==> src/rtl/fp_mem_wb_stage.sv <==
// FP MEM/WB stage: FLW/FSW data-memory access over req/ack, then the single FP regfile write port.
// Optional abort of stalled accesses when FP_MEM_TIMEOUT_EN is defined (limit TIMEOUT_CYCLES, 1..255).
module fp_mem_wb_stage #(
    parameter int unsigned TIMEOUT_CYCLES = 16
) (
    input  logic        clk,
    input  logic        rst_n,
    input  logic [31:0] result_f_in,
    input  logic [31:0] data_for_writing_to_mem_in,
    input  logic        mem_enable_in,
    input  logic        mem_write_in,
    input  logic        wb_enable_in,
    input  logic [4:0]  rd_in,
    output logic        stall_out,
    output logic        dmem_req,
    output logic        dmem_we,
    output logic [31:0] dmem_addr,
    output logic [31:0] dmem_wdata,
    input  logic        dmem_ack,
    input  logic [31:0] dmem_rdata,
    output logic        fp_wb_en,
    output logic [4:0]  fp_wb_rd,
    output logic [31:0] fp_wb_data,
    output logic        misalign_err,
    output logic        timeout_err
);

    typedef enum logic {
        IDLE   = 1'b0,
        ACCESS = 1'b1
    } state_e;

    state_e      state_q;
    logic        wb_flag_q;
    logic [4:0]  rd_q;

`ifdef FP_MEM_TIMEOUT_EN
    localparam logic [7:0] TO_LAST = 8'(TIMEOUT_CYCLES - 1);
    logic [7:0] cnt_q;
`else
    logic unused_timeout;
    assign unused_timeout = (TIMEOUT_CYCLES != 0);
    assign timeout_err    = 1'b0;
`endif

    assign stall_out = (state_q == ACCESS);

    always_ff @(posedge clk) begin
        if (!rst_n) begin
            state_q      <= IDLE;
            wb_flag_q    <= 1'b0;
            rd_q         <= 5'd0;
            dmem_req     <= 1'b0;
            dmem_we      <= 1'b0;
            dmem_addr    <= 32'd0;
            dmem_wdata   <= 32'd0;
            fp_wb_en     <= 1'b0;
            fp_wb_rd     <= 5'd0;
            fp_wb_data   <= 32'd0;
            misalign_err <= 1'b0;
`ifdef FP_MEM_TIMEOUT_EN
            cnt_q        <= 8'd0;
            timeout_err  <= 1'b0;
`endif
        end else begin
            fp_wb_en     <= 1'b0;
            misalign_err <= 1'b0;
`ifdef FP_MEM_TIMEOUT_EN
            timeout_err  <= 1'b0;
`endif
            case (state_q)
                IDLE: begin
                    if (mem_enable_in) begin
                        if (result_f_in[1:0] != 2'b00) begin
                            misalign_err <= 1'b1;
                        end else begin
                            state_q    <= ACCESS;
                            dmem_req   <= 1'b1;
                            dmem_we    <= mem_write_in;
                            dmem_addr  <= result_f_in;
                            dmem_wdata <= data_for_writing_to_mem_in;
                            rd_q       <= rd_in;
                            // stores never write back, whatever wb_enable says
                            wb_flag_q  <= wb_enable_in & ~mem_write_in;
`ifdef FP_MEM_TIMEOUT_EN
                            cnt_q      <= 8'd0;
`endif
                        end
                    end else if (wb_enable_in) begin
                        fp_wb_en   <= 1'b1;
                        fp_wb_rd   <= rd_in;
                        fp_wb_data <= result_f_in;
                    end
                end
                ACCESS: begin
                    if (dmem_ack) begin
                        state_q  <= IDLE;
                        dmem_req <= 1'b0;
                        if (wb_flag_q) begin
                            fp_wb_en   <= 1'b1;
                            fp_wb_rd   <= rd_q;
                            fp_wb_data <= dmem_rdata;
                        end
`ifdef FP_MEM_TIMEOUT_EN
                    end else if (cnt_q == TO_LAST) begin
                        state_q     <= IDLE;
                        dmem_req    <= 1'b0;
                        timeout_err <= 1'b1;
                    end else begin
                        cnt_q <= cnt_q + 8'd1;
`endif
                    end
                end
                default: state_q <= IDLE;
            endcase
        end
    end

endmodule

==> config.mk <==
export PLATFORM = sky130hd
export DESIGN_NAME = fp_mem_wb_stage
export DESIGN_NICKNAME = d
export VERILOG_FILES = /design/src/rtl/fp_mem_wb_stage.sv
export SDC_FILE = /design/constraint.sdc
export NUM_CORES = 1
export LEC_CHECK = 0
export BUFFER_PORTS_ARGS = -buffer_cell sky130_fd_sc_hd__buf_2
export CAP_MARGIN = 0
export CORE_ASPECT_RATIO = 1.4
export CORE_MARGIN = 4
export CORE_UTILIZATION = 46
export CTS_CLUSTER_SIZE = 12
export DETAILED_ROUTE_END_ITERATION = 16
export PLACE_DENSITY = 0.9
export RECOVER_POWER = 100
export SYNTH_ARGS = -nofsm -noshare
export SYNTH_HDL_FRONTEND = slang
export SYNTH_SLANG_ARGS = --single-unit
==> constraint.sdc <==
create_clock -name clk -period 2.1 [get_ports clk]
set_clock_uncertainty 0.05 [all_clocks]
set_input_delay 0 -clock clk [delete_from_list [all_inputs] [get_ports clk]]
set_output_delay 0 -clock clk [all_outputs]
set_load 0.02 [all_outputs]
**Word-level counts from Yosys, hierarchy flattened**

Index checks and enable logic that the tools add are counted.

- Output and inout bits: 107
- Input bits: 107
- Register bits after elaboration: 112
- Logic and storage cells: 52

- Bitwise logic cells: 6
- Equality and inequality tests: 6
- Reductions and logical operators: 5
- Mux-type cells: 24

Operators by type and width:

| kind | count |
|---|---|
| 32-bit 2-to-1 mux | 4 |
| 32-bit one-hot mux with 2 select lines | 1 |
| 5-bit 2-to-1 mux | 4 |
| 1-bit 2-to-1 mux | 11 |
| 2-bit inequality test, second input constant | 5 |
| 5-bit one-hot mux with 2 select lines | 1 |
| 1-bit one-hot mux with 2 select lines | 3 |
| 3-bit AND reduction | 2 |
| 1-bit inverter | 5 |
| 4-bit AND reduction | 1 |
| 3-bit OR reduction | 1 |
| 2-bit by 1-bit inequality test with 1-bit output, second input constant | 1 |
| 2-bit nonzero test | 1 |
| 1-bit AND | 1 |

**Depth between registers and ports, before layout**

- Depth after elaboration: 4
- Mapped depth: 6
- Depth with buffers taken out: 3

**Worst setup path before layout**

Ideal clock, no wire load.

- Kind: reg2reg
- Start point: reg state_q (netlist: stall_out)
- End point: reg dmem_addr[0]
- Arrival: 1.426 ns
- Buffers on the path: 3
- Required time: 1.934 ns
- Library setup time: 0.116 ns
- Clock period less this slack: 1.592 ns
- Slack: 0.508 ns
- Cell stages (with the launch flop): 6
- Path through: dfxtp_1 buf_6 or4b_4 buf_6 buf_6 and3_1

- Longest elaborated chain between the ends: 2

RTL lines:

| item | line | source |
|---|---|---|
| from (decl) | 33 | `state_e state_q;` |
| from (signal assigned) | 50 | `state_q <= IDLE;` |
| from (signal assigned) | 77 | `state_q <= ACCESS;` |
| from (signal assigned) | 97 | `state_q <= IDLE;` |
| 1-bit inverter (no source line) | -- |  |
| 3-bit AND reduction (no source line) | -- |  |
| to (signal assigned) | 80 | `dmem_addr <= result_f_in;` |
| to (decl) | 17 | `output logic [31:0] dmem_addr,` |

No other way between the ends.
A chain may end at the register's enable or synchronous reset.

**Worst setup path in the final report**

- Start point: reg state_q (netlist: stall_out)
- End point: reg fp_wb_data[4]

- Longest elaborated chain between the ends: 3
- Elaborated cells on any way between the ends: 7
- Classes of those cells: 4 x eq/ne; 1 x mux; 1 x bitwise; 1 x reduce/logical

RTL lines:

| item | line | source |
|---|---|---|
| 1-bit inverter (no source line) | -- |  |
| 2-bit inequality test (no source line) | -- |  |
| 4-bit AND reduction (no source line) | -- |  |
| to (signal assigned) | 92 | `fp_wb_data <= result_f_in;` |
| to (signal assigned) | 102 | `fp_wb_data <= dmem_rdata;` |
| to (decl) | 23 | `output logic [31:0] fp_wb_data,` |

Parallel ways exist; a longest one is shown, timed or not.

==> impl_results.md <==
- Synth Register Bits: between 100 and 150
- Number of global-route vias before repair: roughly 5000
- Switching power: 1140 uW
- Path depth of the worst reg2reg path: 4
- Final GP Congestion: about 0.75
- # rows: 41
- Internal power: 3550 uW
- Logic pwr share: about 14%
- DR WL/cell: 17.3 um
- F_max: 529 MHz
- Clk buf depth: 2
- DR iter-0 viols: ~270
- Port bufs: 212
- Period utilization: 90.1%
- Reg2reg setup slack: 210 ps
- Max FO, Critical Path: 8
- Power, Total: 4690 uW
- Switching share of power: roughly a quarter
- Fin. Hold Viols: 0
- Worst hold path class: in2reg
- Die Ht: 122 um
- ANT nets after route: 0
- Worst Hold End: fp_wb_data[7]$_SDFFE_PN0P_
- Worst setup path class: reg2reg
- TritonCTS buffer count: 9
- Register area share after synthesis: a little over half
- Insertion delay to the later sink of the worst-skew pair: 330 ps
- Post-Syn Area per Cell: approximately 8.8 um2
- GRT Overall Usage: 28.0%
- Initial core utilization: 47.3%
- Initial antenna violation count: 0
- Cell area power density: 713 mW/mm2
- Post-route DRC: 0
- Max_cap viols: 0
- Critical path origin: stall_out$_SDFF_PN0_
- Cell Chain, Critical Path: nor4bb_4 > a22oi_1 > dlygate4sd3_1 > o21ai_0
- Crit end category: flop
- Final setup vio count: 0
- Worst r2r src: stall_out$_SDFF_PN0_
- First-pass GRT wire length: ~25000 um
- Via count: 4831
- Share of cells above drive strength 1: between 10% and 20%
- Static leakage: 0.00251 uW
- PostCTS Resize Cnt: 0
- Crit path buffers/inverters: 1
- Slew margin rel.: 50.5%
- Total gr overflow: 0
- Die W: 89.7 um
- Startpoint Class: flop
- TNS Setup: 0 ps
- Status: finished, final reports clean
- Post-layout nets: 897
- Core area: around 0.0091 mm2
- CP peak stage delay: 580 ps
- Synth Cell Area: 0.00430 mm2
- I/O pins: 214
- Final Max Slew Viols: 0
- Critical-path top delay cell: dlygate4sd3_1
- H-tree depth: 3
- Worst hold start: rst_n
- DRT Pass-1 Iters: 8
- Min cycle time layout: around 1900 ps
- DP HPWL: 8650 um
- RSZ-0062 raised after global routing: no
- Yosys top cell area share: 52.2%
- Distinct cell type count after synthesis: 24
- Register share of total power: 48.0%
- Post-synth top area cell: dfxtp_1
- Peak supply drop: 0.467 mV
- Synthesized instance count: approximately 500
- Ys Warns: 0
- Clock transition at path regs: 70 ps
- Clock share of power: 37.8%
- Sink Count: 112
- Clock root buffer: clkbuf_16
- CP arrival: around 2100 ps
- Routed WL: 15600 um
- Filler Cells Inserted: 647
- Setup bufs post-CTS: 0
- Via density: 5.36
- Syn Nets: about 600
- Die area: between 0.01 and 0.015 mm2
- Worst endpoint required time: 2310 ps
- Finished Core Util: 72.5%
- Worst-Margin Slew: 742 ps
- Synthesis-to-finish area growth: 53.1%
- CP Depth: 4
- R2r endpoint: fp_wb_data[4]$_SDFFE_PN0P_
- TritonCTS clock tree: yes
- Crit path max-delay family: buffers and inverters
- Hold path depth: 4
- Area contributors post-synth: dfxtp_1 (52%), nand2_1 (15%), a21boi_1 (11%), a22oi_1 (6.5%), o21ai_0 (4.4%)
- Cts hold-fix bufs: 109
- Largest net degree at the start of global routing: 73
## kinds of logic (layout without fill, tap and decap cells)
logic type,Yosys count,after routing,share of synthesized area (%)
other cells,1,2,0.0872
compound gates,146,146,23.3
buf+inv,41,346,6.37
simple gates,189,189,18.1
flops,112,112,52.2
## cell usage in the layout, fill, tap and decap left out, drive strengths merged
cell type | netlist | final
nand2 | 175 | 175
clkbuf | 18 | 119
dfxtp | 112 | 112
buf | 23 | 112
dlygate4sd3 | 0 | 109
a21boi | 70 | 70
o21ai | 38 | 38
a22oi | 37 | 37
nand2b | 2 | 2
and3 | 2 | 2
bufinv | 0 | 2
clkinvlp | 0 | 2
clkinv | 0 | 2
nor4bb | 2 | 2
diode | 0 | 1
nor4b | 1 | 1
or4b | 1 | 1
nand3 | 1 | 1
and4 | 1 | 1
a21oi | 1 | 1
nor2b | 1 | 1
nor2 | 1 | 1
and2 | 1 | 1
nand3b | 1 | 1
conb | 1 | 1
## power by group through the flow
| stage | clock network [uW] | registers, uW | logic (uW) |
|---|---|---|---|
| final | 1770 | 2250 | 666 |
| after global routing | 1900 | 2260 | 716 |
| after CTS | 1810 | 2250 | 671 |
| after detailed placement | 0 | 2290 | 517 |
| after global placement | 0 | 2290 | 501 |
| after floorplan | 0 | 2390 | 194 |
## sequential cells by signal, summed over array words and instances (netlist names)
signal        flops
fp_wb_rd          5
fp_wb_data       32
dmem_we           1
stall_out         1
misalign_err      1
rd_q              5
dmem_req          1
dmem_wdata       32
wb_flag_q         1
dmem_addr        32
fp_wb_en          1
## cell type report
| class | count | area [um2] | share of cell area, % |
|---|---|---|---|
| antenna | 1 | 2.50 | 0.0380 |
| clock buffer | 9 | 225 | 3.42 |
| clock inverter | 6 | 85.1 | 1.29 |
| multi-input combinational | 336 | 1790 | 27.3 |
| sequential | 112 | 2240 | 34.1 |
| tap | 107 | 134 | 2.03 |
| timing repair buffer | 331 | 2100 | 31.9 |
## tightest hold or removal path: stages
cell and delay, ps:
buf_2 120, buf_4 260, nand2_1 110, o21ai_0 60
## metrics by stage
| stage | hold WS (ps) | setup WS (ps) | cell area, um2 | instances |
|---|---|---|---|---|
| after global placement | 166 | 403 | 5330 | 777 |
| after global routing | 230 | 83.7 | 6580 | 901 |
| final | 222 | 208 | 6580 | 902 |
| after floorplan | 81.0 | 508 | 4300 | 489 |
| after detailed placement | 174 | 365 | 5330 | 777 |
| after CTS | 194 | 229 | 6730 | 901 |
## metal layers
metal | wire length [um] | share of wire [%] | global-route usage (%) | vias up
met1 | 5560 | 36 | 28.8 | 2252
met4 | 726 | 4.7 | 16.8 | 0
li1 | - | - | - | 2238
met2 | 8130 | 52 | 50.7 | 270
met3 | 1170 | 7.5 | 8.15 | 71
met5 | 0 | 0 | 0 | -
## synthesized netlist by cell type (all sizes together)
| cell type | instances |
|---|---|
| o21ai | 38 |
| and3 | 2 |
| and2 | 1 |
| buf | 23 |
| or4b | 1 |
| nor4bb | 2 |
| dfxtp | 112 |
| a22oi | 37 |
| nor4b | 1 |
| a21oi | 1 |
| nand3b | 1 |
| nor2b | 1 |
| nor2 | 1 |
| a21boi | 70 |
| and4 | 1 |
| conb | 1 |
| clkbuf | 18 |
| nand2 | 175 |
| nand3 | 1 |
| nand2b | 2 |
## how the worst max path moves through the flow
stage                                        to  slack (ps)
floorplan             dmem_addr[0]$_SDFFE_PN0P_         510
global placement      dmem_addr[0]$_SDFFE_PN0P_         400
detailed placement    dmem_addr[0]$_SDFFE_PN0P_         370
CTS                 fp_wb_data[31]$_SDFFE_PN0P_         230
global route         fp_wb_data[4]$_SDFFE_PN0P_          80
finish               fp_wb_data[4]$_SDFFE_PN0P_         210
Note: power is estimated with default switching activity, not from simulation.
